===== src/rtl/debug_pkg.sv =====
// rtl/debug_pkg.sv - section encodings, FSM states and sizing helper for the debug dump collector
package debug_pkg;

  localparam logic [1:0] SEC_PC  = 2'd0;
  localparam logic [1:0] SEC_REG = 2'd1;
  localparam logic [1:0] SEC_MEM = 2'd2;

  typedef enum logic [1:0] {
    IDLE  = 2'd0,
    S_PC  = 2'd1,
    S_REG = 2'd2,
    S_MEM = 2'd3
  } state_t;

  // Bytes per assembled word.
  function automatic int bpw(input int data_width, input int byte_width);
    return data_width / byte_width;
  endfunction

endpackage


===== src/rtl/debug_word_assembler.sv =====
// rtl/debug_word_assembler.sv - little-endian byte-to-word shift-in register
module debug_word_assembler
  import debug_pkg::*;
#(
  parameter int DATA_WIDTH = 32,
  parameter int BYTE_WIDTH = 8
) (
  input  logic                  i_clock,
  input  logic                  i_reset,
  input  logic                  clear,
  input  logic                  byte_valid,
  input  logic [BYTE_WIDTH-1:0] byte_in,
  output logic [DATA_WIDTH-1:0] word,
  output logic                  word_done
);

  localparam int BPW = bpw(DATA_WIDTH, BYTE_WIDTH);
  localparam int CW  = (BPW > 1) ? $clog2(BPW) : 1;

  logic [CW-1:0] byte_cnt;

  assign word_done = byte_valid && (byte_cnt == CW'(BPW - 1));

  always_ff @(posedge i_clock or posedge i_reset) begin
    if (i_reset) begin
      byte_cnt <= '0;
    end else if (clear) begin
      byte_cnt <= '0;
    end else if (byte_valid) begin
      byte_cnt <= word_done ? '0 : byte_cnt + CW'(1);
    end
  end

  generate
    if (BPW == 1) begin : g_single
      assign word = byte_in;
    end else begin : g_multi
      // Holds the upper BPW-1 bytes; each new byte enters at the top so the first lands lowest.
      logic [DATA_WIDTH-BYTE_WIDTH-1:0] shreg;

      assign word = {byte_in, shreg};

      always_ff @(posedge i_clock or posedge i_reset) begin
        if (i_reset) begin
          shreg <= '0;
        end else if (clear) begin
          shreg <= '0;
        end else if (byte_valid) begin
          shreg <= word[DATA_WIDTH-1:BYTE_WIDTH];
        end
      end
    end
  endgenerate

endmodule


===== src/rtl/debug_frame_collector.sv =====
// rtl/debug_frame_collector.sv - assembles the debug unit dump stream into tagged PC/REG/MEM words
module debug_frame_collector
  import debug_pkg::*;
#(
  parameter int DATA_WIDTH     = 32,
  parameter int BYTE_WIDTH     = 8,
  parameter int N_REGS         = 32,
  parameter int N_MEM          = 32,
  parameter int IDX_WIDTH      = 5,
  parameter int TIMEOUT_CYCLES = 65535
) (
  input  logic                  i_clock,
  input  logic                  i_reset,
  input  logic                  i_rx_done,
  input  logic [BYTE_WIDTH-1:0] i_rx_byte,
  input  logic                  i_flush,
  output logic                  o_word_valid,
  output logic [DATA_WIDTH-1:0] o_word,
  output logic [1:0]            o_section,
  output logic [IDX_WIDTH-1:0]  o_index,
  output logic                  o_frame_done,
  output logic                  o_frame_error,
  output logic                  o_busy,
  output logic [15:0]           o_frame_count
);

  localparam int TW = (TIMEOUT_CYCLES > 0) ? $clog2(TIMEOUT_CYCLES + 1) : 1;

  state_t                state;
  state_t                next_state;
  logic [IDX_WIDTH-1:0]  word_idx;
  logic [TW-1:0]         idle_cnt;
  logic [15:0]           frame_cnt;
  logic [DATA_WIDTH-1:0] asm_word;
  logic                  asm_done;
  logic                  timeout_hit;
  logic                  accept;
  logic                  last_reg;
  logic                  last_mem;
  logic                  emit;
  logic                  frame_end;
  logic [1:0]            cur_section;

  // Flush and timeout both outrank a byte arriving in the same cycle.
  assign timeout_hit = (TIMEOUT_CYCLES != 0) && (state != IDLE) && (idle_cnt == TW'(TIMEOUT_CYCLES));
  assign accept      = i_rx_done && !i_flush && !timeout_hit;
  assign last_reg    = (word_idx == IDX_WIDTH'(N_REGS - 1));
  assign last_mem    = (word_idx == IDX_WIDTH'(N_MEM - 1));

  debug_word_assembler #(
    .DATA_WIDTH(DATA_WIDTH),
    .BYTE_WIDTH(BYTE_WIDTH)
  ) u_assembler (
    .i_clock   (i_clock),
    .i_reset   (i_reset),
    .clear     (i_flush || timeout_hit),
    .byte_valid(accept),
    .byte_in   (i_rx_byte),
    .word      (asm_word),
    .word_done (asm_done)
  );

  always_ff @(posedge i_clock or posedge i_reset) begin
    if (i_reset) begin
      state <= IDLE;
    end else begin
      state <= next_state;
    end
  end

  always_comb begin
    next_state = state;
    if (i_flush || timeout_hit) begin
      next_state = IDLE;
    end else if (accept) begin
      case (state)
        IDLE:    next_state = asm_done ? S_REG : S_PC;
        S_PC:    if (asm_done) next_state = S_REG;
        S_REG:   if (asm_done && last_reg) next_state = S_MEM;
        S_MEM:   if (asm_done && last_mem) next_state = IDLE;
        default: next_state = IDLE;
      endcase
    end
  end

  always_comb begin
    emit        = accept && asm_done;
    frame_end   = 1'b0;
    cur_section = SEC_PC;
    o_busy      = (state != IDLE);
    case (state)
      S_REG: cur_section = SEC_REG;
      S_MEM: begin
        cur_section = SEC_MEM;
        frame_end   = emit && last_mem;
      end
      default: cur_section = SEC_PC;
    endcase
  end

  always_ff @(posedge i_clock or posedge i_reset) begin
    if (i_reset) begin
      word_idx      <= '0;
      idle_cnt      <= '0;
      frame_cnt     <= '0;
      o_word_valid  <= 1'b0;
      o_word        <= '0;
      o_section     <= SEC_PC;
      o_index       <= '0;
      o_frame_done  <= 1'b0;
      o_frame_error <= 1'b0;
    end else begin
      if (i_flush || timeout_hit || (next_state != state)) begin
        word_idx <= '0;
      end else if (emit) begin
        word_idx <= word_idx + IDX_WIDTH'(1);
      end

      if ((state == IDLE) || i_rx_done || i_flush || timeout_hit) begin
        idle_cnt <= '0;
      end else begin
        idle_cnt <= idle_cnt + TW'(1);
      end

      o_word_valid  <= emit;
      o_frame_done  <= frame_end;
      o_frame_error <= timeout_hit;
      if (emit) begin
        o_word    <= asm_word;
        o_section <= cur_section;
        o_index   <= (cur_section == SEC_PC) ? '0 : word_idx;
      end
      if (frame_end) begin
        frame_cnt <= frame_cnt + 16'd1;
      end
    end
  end

  assign o_frame_count = frame_cnt;

endmodule


===== config.mk =====
export PLATFORM = sky130hd
export DESIGN_NAME = debug_frame_collector
export DESIGN_NICKNAME = d
export VERILOG_FILES = /design/src/rtl/debug_pkg.sv /design/src/rtl/debug_word_assembler.sv /design/src/rtl/debug_frame_collector.sv
export SDC_FILE = /design/constraint.sdc
export NUM_CORES = 1
export LEC_CHECK = 0
export BUFFER_PORTS_ARGS = -buffer_cell sky130_fd_sc_hd__buf_2
export CORE_MARGIN = 2
export CORE_UTILIZATION = 30
export DETAILED_ROUTE_END_ITERATION = 12
export GPL_ROUTABILITY_DRIVEN = 0
export HOLD_SLACK_MARGIN = 0.1
export PLACE_DENSITY = 0.45
export SKIP_CTS_REPAIR_TIMING = 1
export SLEW_MARGIN = 10
export SYNTH_ARGS = -nofsm -noshare
export SYNTH_HDL_FRONTEND = slang
export SYNTH_SLANG_ARGS = --single-unit

===== constraint.sdc =====
create_clock -name i_clock -period 7.6 [get_ports i_clock]
set_input_delay 0.76 -clock i_clock [delete_from_list [all_inputs] [get_ports i_clock]]
set_output_delay 0.76 -clock i_clock [all_outputs]
set_load 0.05 [all_outputs]

## Word-level counts from Yosys, hierarchy flattened

Index checks and enable logic that the tools add are counted.

| storage, ports and cells | value |
|---|---|
| register bits | 107 |
| input bits | 12 |

| operators by class | value |
|---|---|
| reduce and logical (&&, ||, !) cells | 19 |
| multiplexer cells | 18 |
| $add $sub $neg | 4 |
| eq/ne operators | 7 |

Operators by type and width:

| cell | count |
|---|---|
| 24-bit two-way mux | 2 |
| 16-bit by 1-bit adder with 16-bit output (second input constant) | 2 |
| 2-bit two-way mux | 9 |
| 16-bit == test (second input constant) | 1 |
| 16-bit two-way mux | 1 |
| 5-bit two-way mux | 3 |
| 2-bit case mux with 4 select lines | 1 |
| 1-bit logical AND | 7 |
| 2-bit == test (second input constant) | 3 |
| 2-bit nonzero test | 3 |
| 5-bit by 1-bit adder with 5-bit output (second input constant) | 1 |
| 5-bit == test (second input constant) | 1 |
| 1-bit logical OR | 5 |
| 2-bit zero test | 2 |
| 2-bit case mux with 2 select lines | 1 |
| 2-bit by 1-bit adder with 2-bit output (second input constant) | 1 |
| 2-bit by 1-bit == test with 1-bit output (second input constant) | 1 |
| 1-bit zero test | 2 |
| 2-bit != test | 1 |
| 1-bit two-way mux | 1 |

## Logic depth before layout (Yosys ltp)

| depth | value |
|---|---|
| word-level depth | 13 |
| depth in mapped cells | 8 |
| gate-level depth less buffers | 8 |

## By module

Synthesis repeated with hierarchy kept, for this count alone.

| second synthesis, totals | value |
|---|---|
| cells, all modules | 399 |
| area, all modules | 4,679.5 µm² |

By module, submodules not included:

| module | instances | area an instance (µm²) | cells an instance |
|---|---|---|---|
| debug_frame_collector | 1 | 3,520.9 | 304 |
| debug_word_assembler | 1 | 1,158.6 | 95 |

## Worst setup path before layout

OpenSTA, ideal clock, no wires.

| path | value |
|---|---|
| kind | input port to flip-flop |
| start point | in i_rx_done |
| end point | reg frame_cnt[15] (netlist: o_frame_count[15]) |
| path slack | 5.663 ns |
| library setup time | 0.082 ns |
| required time | 7.518 ns |
| buffers on the path | 1 |
| arrival time | 1.855 ns |
| stages on the path | 6 |
| cells stage by stage | buf_2 -> nand3b_1 -> nor2_1 -> nand3_1 -> nor4b_1 -> xor2_1 |

| between the ends | value |
|---|---|
| word-level cells in the longest chain between the ends | 6 |

Ends and longest elaborated chain:

| item | line | RTL |
|---|---|---|
| from (decl) | debug_frame_collector.sv:14 | `input logic i_rx_done,` |
| 1-bit logical AND (*) (2 in a row) | debug_frame_collector.sv:46 | `assign accept = i_rx_done && !i_flush && !timeout_hit;` |
| 1-bit logical AND | debug_word_assembler.sv:22 | `assign word_done = byte_valid && (byte_cnt == CW'(BPW - 1));` |
| 1-bit logical AND (*) | debug_frame_collector.sv:87 | `emit = accept && asm_done;` |
| 1-bit logical AND (*) | debug_frame_collector.sv:95 | `frame_end = emit && last_mem;` |
| 1-bit two-way mux (*) | debug_frame_collector.sv:91 | `case (state)` |
| to (signal assigned) | debug_frame_collector.sv:134 | `frame_cnt <= frame_cnt + 16'd1;` |
| to (decl) | debug_frame_collector.sv:33 | `logic [15:0] frame_cnt;` |

Mark *: on every way between the ends. The rest lies on a longest branch, timed or not.
A chain may end at the register's enable or synchronous reset.

## Worst setup path after layout

| path | value |
|---|---|
| start point | reg idle_cnt[0] |
| end point | reg idle_cnt[12] |

| between the ends | value |
|---|---|
| word-level cells in the longest chain between the ends | 4 |

Ends and longest elaborated chain:

| item | line | RTL |
|---|---|---|
| from (decl) | debug_frame_collector.sv:32 | `logic [TW-1:0] idle_cnt;` |
| from (signal assigned) | debug_frame_collector.sv:122 | `idle_cnt <= idle_cnt + TW'(1);` |
| branches (longest 3 deep; another with 16-bit by 1-bit adder with 16-bit output) | - |  |
| 16-bit two-way mux (*) | debug_frame_collector.sv:119 | `if ((state == IDLE) \|\| i_rx_done \|\| i_flush \|\| timeout_hit) begin` |

Mark *: on every way between the ends.

==> impl_metrics.toml <==
[synthesis]
ys_seq_area_frac = 0.578
syn_area_um2 = 4630
ys_types = 43
postSynthCellCount = 463
synth.yosys.warnings = 0
synth_area_per_cell_um2 = 10.0
synth-seq-cells = 107
synth_fp_nets = 480

[power_and_ir_drop]
vdd_drop_max_mv = 0.0961
pwr-share-comb = 0.081
leakage_uw = 0.00286
seq_power_share = 0.505
p_int_uw = 867
power_switching_uw = 311
power.density_nw_per_um2 = 218
swShare = 0.264
pwr-share-clk = 0.413

[setup_path]
crit_family = "simple AND/OR/NAND/NOR gates"
path_max_fanout = 30
arrival_ns = 3.08
crit_path_end = "idle_cnt[12]$_DFF_PP0_"
reg2regPathDepth = 6
crit_chain = "ha_1 -> nand4_1 -> nor3_4 -> a21o_1 -> or3_1 -> nor2_1"
rrSetupSlack_ns = 4.72
crit_required_ns = 7.80
cp-end-kind = "flop"
startpoint = "idle_cnt[0]$_DFF_PP0_"
r2r-end = "idle_cnt[12]$_DFF_PP0_"
start_kind = "flop"
setup.worst_path.class = "reg -> reg"
r2r_start = "idle_cnt[0]$_DFF_PP0_"
critPathBufInv = 0
crit_path_max_incr_delay_ns = 0.82
cp.depth = 6
critPathSlowestCell = "a21o_1"

[outcome]
status = "complete, no violations"

[sta]
maxSlewViolCount = 0
slew_headroom = 0.350
setup_viol = 0
skew_ns = 0.0143
period_needed_ns = 2.88
rsz0062_at_grt = "no"
hold_viol = 0
setup_tns_ns = 0
worst_pin_slew_ns = 0.975
fmax_mhz = 347
post-route-period-util = 0.379

[layout]
diodes = 0
layout-drive-gt1-share = 0.191
fillCellCount = 1555
nNetsFinal = 542
area_delta_synth_final_pct = 16.7
instances_no_fill = 718
mostFrequentLayoutCells = "141 x nand2_1, 107 x dfrtp_1, 70 x buf_2"
layout_commonest_cell = "nand2_1"

[route]
vias_per_cell = 4.51
vias = 3237
drtIter0Drc = 192
routedWlPerCell_um = 14.0
routed_wl_um = 10100
antenna_left = 0
drc = 0
dr.pass1.iters = 4

[min_path]
hold_path.class = "reg -> reg"
hold_path_depth = 1

[clock_tree]
numCtsBuffers = 9
root_buffer = "clkbuf_16"
cts_num_sinks = 107
path_clk_slew_ns = 0.07
clk_latency_ns = 0.35
cts_tree = "done"
cts-htree-levels = 3
clockBufferDepth = 2

[floorplanning]
coreArea_um2 = 15100
die_area_um2 = 16400
io-pin-count = 71
start_util = 0.306
die_w_um = 128
die_h_um = 128
row_count = 45

[placed_design]
dp_hpwl_um = 6640
dp_cells = 702
numPortBuffers = 70

[global_routing]
grt_util_all_layers = 0.129
grt_antenna_before_repair = 0
grt_pass1_wl_um = 17000
grt_overflow = 0
grt_max_degree = 65
grt_pass1_vias = 3246

[flow_run]
max-cap-violations = 0
## layout make-up
type	count	area (µm²)	area share
timing repair buffer	71	358	0.0662
tap	188	235	0.0435
clock inverter	7	81.3	0.0150
clock buffer	9	225	0.0416
sequential	107	2680	0.495
inverter	10	40.0	0.00740
multi-input combinational	326	1790	0.331
## cells in the mapped netlist (all sizes together)
cell,n,area (µm²)
nor2b,1,6.26
nor4bb,1,25.0
nor4b,1,8.76
nand2,141,529
nor2,49,199
nor4,4,52.6
a21oi,13,65.1
nor3b,1,7.51
a21o,2,22.5
or2,2,12.5
inv,10,37.5
and3,2,12.5
dfrtp,107,2680
or3,1,6.26
o22ai,1,6.26
ha,5,62.6
mux2i,17,170
mux2,1,15.0
nand2b,1,6.26
and2,1,6.26
nand3b,1,7.51
buf,15,108
xor2,20,175
nor3,11,66.3
clkbuf,5,18.8
xnor2,12,105
nand4,7,43.8
o31ai,1,12.5
a32oi,1,8.76
o21ai,5,25.0
nand3,24,133
## power by group through the flow
stage / clock network (µW) / logic (µW) / registers [µW]
2_1_floorplan: 0 / 39.1 / 639
3_3_place_gp: 0 / 97.5 / 606
3_5_place_dp: 0 / 98.1 / 606
4_1_cts: 503 / 98.2 / 595
5_1_grt: 522 / 106 / 598
6_report: 487 / 95.8 / 595
## metal layers
layer	share of wire	track usage	wire, µm	vias up
met3	0.045	0.0296	453	9
met4	0.013	0.0407	133	0
met5	0	0	0	-
met1	0.52	0.191	5220	1533
li1	-	-	-	1635
met2	0.42	0.187	4260	60
## how the worst min path moves through the flow
stage                                        startpoint                       endpoint  slack (ns)
4_1_cts                   o_frame_count[15]$_DFFE_PP0P_  o_frame_count[15]$_DFFE_PP0P_        0.47
5_1_grt                   o_frame_count[15]$_DFFE_PP0P_  o_frame_count[15]$_DFFE_PP0P_        0.47
3_3_place_gp              o_frame_count[15]$_DFFE_PP0P_  o_frame_count[15]$_DFFE_PP0P_        0.46
6_report                  o_frame_count[15]$_DFFE_PP0P_  o_frame_count[15]$_DFFE_PP0P_        0.46
2_1_floorplan  u_assembler.g_multi.shreg[0]$_DFFE_PP0P_          o_word[0]$_DFFE_PP0P_        0.44
3_5_place_dp                     o_word[20]$_DFFE_PP0P_         o_word[20]$_DFFE_PP0P_        0.46
## kinds of logic after synthesis
logic type / share of synthesized area
DFF: 0.578
buffers and inverters: 0.0354
xor gates and xnor gates: 0.0605
and+or+nand+nor: 0.242
muxes: 0.0400
AOI/OAI and AO/OA: 0.0303
adders and majority gates: 0.0135
## flip-flops by register name, indices dropped and copies added (netlist names)
register,count
o_word_valid,1
o_frame_count,16
idle_cnt,16
o_section,2
state,2
u_assembler.byte_cnt,2
word_idx,5
o_frame_done,1
o_index,5
o_word,32
u_assembler.g_multi.shreg,24
o_frame_error,1
## through the flow
| step | instance area [µm²] | worst slack, ns | hold slack [ns] | util | power, µW |
|---|---|---|---|---|---|
| finish | 5410 | 4.72 | 0.462 | 0.357 | 1180 |
| global route | 5410 | 4.46 | 0.475 | 0.357 | 1230 |
| CTS | 5410 | 4.66 | 0.471 | 0.357 | 1200 |
| detailed placement | 5100 | 4.38 | 0.458 | 0.337 | 704 |
| global placement | 5100 | 4.50 | 0.459 | 0.337 | 704 |
| floorplan | 4630 | 4.02 | 0.438 | - | 678 |
Power figures use the tool's default switching activity.
